===== src/rtl/program_loader.sv =====
// Boot-stage loader: streams a program image into instruction/data memories, reads the
// instruction image back for an XOR checksum, then enables the CPU until stopped.
module program_loader #(
    parameter int unsigned IMEM_DEPTH = 512,
    parameter int unsigned DMEM_DEPTH = 1024,
    parameter int unsigned CNT_W      = 16
) (
    input  logic        clk,
    input  logic        rst,
    input  logic        start,
    input  logic        stop,
    input  logic        s_valid,
    input  logic [63:0] s_data,
    output logic        s_ready,
    output logic [63:0] addr_ext,
    output logic        wen_ext,
    output logic        ren_ext,
    output logic [31:0] wdata_ext,
    input  logic [31:0] rdata_ext,
    output logic [63:0] addr_ext_2,
    output logic        wen_ext_2,
    output logic        ren_ext_2,
    output logic [63:0] wdata_ext_2,
    output logic        cpu_enable,
    output logic        busy,
    output logic        done,
    output logic        error
);

    typedef enum logic [2:0] {
        StIdle, StHeader, StLoadI, StLoadD, StVerify, StCheck, StRun, StError
    } state_e;

    state_e           state_q, state_d;
    logic [CNT_W-1:0] n_i_q, n_i_d, n_d_q, n_d_d;
    logic [CNT_W-1:0] cnt_q, cnt_d;
    logic [31:0]      csum_w_q, csum_w_d, csum_r_q, csum_r_d;
    logic             rd_vld_q;
    logic             xfer;
    logic [CNT_W-1:0] hdr_n_i, hdr_n_d;
    logic [63:0]      cnt_ext;

    assign xfer      = s_valid & s_ready;
    assign hdr_n_i   = s_data[CNT_W-1:0];
    assign hdr_n_d   = s_data[32+CNT_W-1:32];
    assign cnt_ext   = 64'(cnt_q);
    assign ren_ext_2 = 1'b0;

    always_ff @(posedge clk) begin
        if (rst) begin
            state_q  <= StIdle;
            n_i_q    <= '0;
            n_d_q    <= '0;
            cnt_q    <= '0;
            csum_w_q <= '0;
            csum_r_q <= '0;
            rd_vld_q <= 1'b0;
        end else begin
            state_q  <= state_d;
            n_i_q    <= n_i_d;
            n_d_q    <= n_d_d;
            cnt_q    <= cnt_d;
            csum_w_q <= csum_w_d;
            csum_r_q <= csum_r_d;
            // Read data returns one cycle after the strobe.
            rd_vld_q <= ren_ext;
        end
    end

    always_comb begin
        state_d     = state_q;
        n_i_d       = n_i_q;
        n_d_d       = n_d_q;
        cnt_d       = cnt_q;
        csum_w_d    = csum_w_q;
        csum_r_d    = rd_vld_q ? (csum_r_q ^ rdata_ext) : csum_r_q;
        s_ready     = 1'b0;
        addr_ext    = '0;
        wen_ext     = 1'b0;
        ren_ext     = 1'b0;
        wdata_ext   = '0;
        addr_ext_2  = '0;
        wen_ext_2   = 1'b0;
        wdata_ext_2 = '0;
        cpu_enable  = 1'b0;
        busy        = 1'b0;
        done        = 1'b0;
        error       = 1'b0;

        unique case (state_q)
            StIdle: begin
                if (start) begin
                    state_d  = StHeader;
                    cnt_d    = '0;
                    csum_w_d = '0;
                    csum_r_d = '0;
                end
            end
            StHeader: begin
                s_ready = 1'b1;
                busy    = 1'b1;
                if (xfer) begin
                    n_i_d = hdr_n_i;
                    n_d_d = hdr_n_d;
                    cnt_d = '0;
                    if (32'(hdr_n_i) > IMEM_DEPTH || 32'(hdr_n_d) > DMEM_DEPTH) begin
                        state_d = StError;
                    end else if (hdr_n_i != '0) begin
                        state_d = StLoadI;
                    end else if (hdr_n_d != '0) begin
                        state_d = StLoadD;
                    end else begin
                        state_d = StVerify;
                    end
                end
            end
            StLoadI: begin
                s_ready   = 1'b1;
                busy      = 1'b1;
                wen_ext   = s_valid;
                addr_ext  = cnt_ext << 2;
                wdata_ext = s_valid ? s_data[31:0] : '0;
                if (xfer) begin
                    csum_w_d = csum_w_q ^ s_data[31:0];
                    cnt_d    = cnt_q + 1'b1;
                    if (cnt_q == n_i_q - 1'b1) begin
                        cnt_d   = '0;
                        state_d = (n_d_q != '0) ? StLoadD : StVerify;
                    end
                end
            end
            StLoadD: begin
                s_ready     = 1'b1;
                busy        = 1'b1;
                wen_ext_2   = s_valid;
                addr_ext_2  = cnt_ext << 3;
                wdata_ext_2 = s_valid ? s_data : '0;
                if (xfer) begin
                    cnt_d = cnt_q + 1'b1;
                    if (cnt_q == n_d_q - 1'b1) begin
                        cnt_d   = '0;
                        state_d = StVerify;
                    end
                end
            end
            StVerify: begin
                busy = 1'b1;
                // Once every read is issued, the remaining cycle drains the last return.
                if (cnt_q != n_i_q) begin
                    ren_ext  = 1'b1;
                    addr_ext = cnt_ext << 2;
                    cnt_d    = cnt_q + 1'b1;
                end else begin
                    state_d = StCheck;
                end
            end
            StCheck: begin
                busy = 1'b1;
                if (csum_w_q == csum_r_q) begin
                    done    = 1'b1;
                    state_d = StRun;
                end else begin
                    state_d = StError;
                end
            end
            StRun: begin
                cpu_enable = 1'b1;
                if (stop) begin
                    state_d = StIdle;
                end
            end
            StError: begin
                error = 1'b1;
            end
            default: state_d = StIdle;
        endcase
    end

endmodule


===== config.mk =====
export PLATFORM = sky130hd
export DESIGN_NAME = program_loader
export DESIGN_NICKNAME = d
export VERILOG_FILES = /design/src/rtl/program_loader.sv
export SDC_FILE = /design/constraint.sdc
export NUM_CORES = 1
export LEC_CHECK = 0
export CORE_MARGIN = 4
export CORE_UTILIZATION = 44
export DETAILED_ROUTE_END_ITERATION = 8
export PLACE_DENSITY = 0.83
export SLEW_MARGIN = 10
export SYNTH_ARGS = -nofsm -noshare
export SYNTH_HDL_FRONTEND = slang
export SYNTH_SLANG_ARGS = --single-unit

===== constraint.sdc =====
create_clock -name clk -period 3.4 [get_ports clk]
set_clock_uncertainty 0.15 [all_clocks]
set_input_delay 0.68 -clock clk [delete_from_list [all_inputs] [get_ports clk]]
set_output_delay 0.68 -clock clk [all_outputs]
set_load 0.005 [all_outputs]

==> results.toml <==
[finish]
drive_gt1_share_pct = 9.79
layout.cells.non_filler = 1522
syn_to_final_growth_pct = 41.5
antenna_cells = 0
nets = 1388

[worst_setup_path]
reg2reg_depth = 8
cp.required_ns = 2.57
r2r_start = "n_i_q[2]"
worstSetupPathType = "flop to output pin"
worst_ep_arrival_time_ns = 2.53
cp_slowest_cell = "clkdlybuf4s50_1"
r2r_slack_ns = 0.27
path_buf_inv = 3
critPathTopFamily = "buffers and inverters"
crit_fanout = 8
crit_chain = "xnor2_2 > nand4_1 > nor4_2 > a41o_1 > inv_2 > nor2_4 > buf_6 > nor2b_1 > clkdlybuf4s50_1"
startpoint_type = "flop"
crit_path_end_kind = "output pin"
crit_path_start = "n_i_q[2]"
reg2reg_to = "state_q[0]"
critical_path.max_stage_delay_ns = 0.44

[route]
drtAntennaViolNets = 0
drt_first_pass_iters = 5
via_count = 7728
wl_per_cell_um = 16.7
drt-vias-per-instance = 5.08
routed_wirelength_um = 25400
drc = 0
drt_iter0_markers = 501

[sta]
worst-slew-pin-transition_ns = 0.589
fin_crit_sh_pct = 98.7
final-setup-viol-count = 0
slew_viol_final = 0
slew_headroom_pct = 60.3
clock.fmax_mhz = 298
hold_viol_final = 0
fin_crit_ns = 3.36
worst_hold_slack_ns = 0.341

[hold_path]
hp-class = "flop to flop"
hold_start = "n_i_q[15]"
min_to = "n_i_q[15]"
hold_depth = 2

[clock_tree]
cts-root-buf = "clkbuf_16"
htree_levels = 4
clk_latency_ns = 0.42
clockBufferDepth = 2
numCtsBuffers = 17
cts_tree = "done"
hold_buffers = 0
clock-sinks = 116
path_clk_slew_ns = 0.05

[logic_synthesis]
synth-warning-count = 0
synth_top_cell_area_share_pct = 29.5
synth_most_common_cell = "nand2_1"
synth_seq_cells = 116
synth_cells = 1042
ys_types = 62
synth-edff-count = 0
async_reset_ff_share_pct = 0
netlist_top_cells_count = "146 x nand2_1, 116 x dfxtp_1, 116 x xor2_1, 109 x nor2_1, 97 x buf_4"
yosys.area.top_type = "dfxtp_1"
synth_area_um2 = 7870
syn_avg_cell_area_um2 = 7.55
synth_area_leaders = "dfxtp_1 30%, xor2_1 13%, buf_4 9.3%"
synthFlopType = "dfxtp_1"
ys_seq_area_share_pct = 29.5

[floorplanning]
dieArea_um2 = 20100
start_util_pct = 45.2
io_pins = 334
coreArea_um2 = 17400
fp.dieH_um = 142
rows = 48
die_w_um = 142

[power_and_ir_drop]
p_per_area_nw_per_um2 = 578
leakage_nw = 4.76
ir_worst_vdd_mv = 0.406

[placement]
place.detailed.hpwl_um = 18300
io_buffers = 236
placedCellCount = 1479
gp_congestion = 0.931

[grt]
antenna_found_initial = 0
grt_pass1_wl_um = 38200
grt_pass1_vias = 7433
grt_max_degree = 65
grt-ovfl-total = 0
grt.total_usage_pct = 23.5

[run_status]
status = "complete, no violations"

[run]
maxCapViolCount = 0
cell usage in the layout, fill, tap and decap left out, types with 4 or more instances in the layout:
cell type,instances
xnor2_2,6
buf_6,4
xor2_1,112
a21oi_1,41
xor2_2,4
nor2b_1,18
o21ai_0,12
buf_4,50
and3_1,53
clkdlybuf4s50_1,230
nand4_1,15
nor3b_1,4
o211ai_1,4
nor2_1,107
xnor2_1,30
conb_1,97
nand2_1,146
nand3b_1,5
nor3_1,19
and2_1,67
nor4_1,18
inv_1,12
nand3_1,14
dlymetal6s2s_1,5
and4_1,4
clkbuf_16,17
bufinv_16,5
nand2b_1,6
dfxtp_1,102
dfxtp_2,11
worst register-to-register path, delay by kind of cell (launching register included):
kind,cells,cell delay (ns)
AND/OR/NAND/NOR,3,1.22
flip-flops,1,0.38
AO/OA/AOI/OAI,5,1.27
how the worst max path moves through the flow:
stage / slack [ns] / endpoint / cells after the start
after floorplan: 0.45 / addr_ext[10] / 9
after global placement: 0.29 / wdata_ext[23] / 4
after detailed placement: 0.24 / addr_ext[12] / 9
after CTS: -0.01 / addr_ext[12] / 9
after global routing: -0.05 / addr_ext[11] / 9
final: 0.04 / addr_ext[4] / 9
where the power goes:
group          leakage, nW  switching, mW  internal [mW]
logic                 3.50           1.47           1.25
registers            0.948          0.211           1.54
clock network        0.315          0.645           1.32
metrics by stage:
stage / power [mW] / utilization (%) / setup slack (ns) / cell area, um2 / TNS (ns)
3_3_place_gp: 4.17 / 58.9 / 0.287 / 10200 / 0
3_5_place_dp: 4.25 / 58.9 / 0.245 / 10200 / 0
5_1_grt: 6.80 / 63.9 / -0.0477 / 11100 / -0.461
6_report: 6.43 / 63.9 / 0.0445 / 11100 / 0
2_1_floorplan: 3.40 / - / 0.451 / 8230 / 0
4_1_cts: 6.27 / 63.0 / -0.0119 / 11000 / -0.0119
final cells by class:
cell class                 instances  area (um2)
fill                            1433        6280
multi-input combinational        844        4980
timing repair buffer             292        2830
sequential                       116        2350
clock buffer                      20         447
tap                              225         282
clock inverter                    12         203
inverter                          13        48.8
layer usage:
layer	wire length (um)	track usage, %	up-vias
li1	-	-	3725
met1	10200	28.5	3553
met2	12200	39.6	395
met3	2300	6.40	55
met4	699	9.24	0
met5	0	0	-
registers in the layout, indices dropped and copies added (netlist names):
register	cells
csum_r_q	32
csum_w_q	32
cnt_q	16
n_d_q	16
n_i_q	16
state_q	3
rd_vld_q	1
what timing repair did:
item / 4_1_cts / 5_1_grt
endpoints found under the setup margin: 17 / 50
pin swaps: 6 / 6
buffers inserted: 0 / 9
cloned: 0 / 2
resized for setup: 20 / 28
hold endpoints to repair: 0 / 0
logic make-up (layout without fill, tap and decap cells):
family / Yosys count / count (layout) / share of synthesized area [%]
AOI/OAI and AO/OA: 88 / 88 / 7.15
buffers and inverters: 178 / 337 / 13.3
muxes: 3 / 3 / 0.397
DFF: 116 / 116 / 29.5
and+or+nand+nor: 500 / 500 / 31.9
adders and majority gates: 3 / 3 / 0.477
other: 1 / 97 / 0.0476
xor gates and xnor gates: 153 / 153 / 17.2
Note: power is estimated with default switching activity, not from simulation.
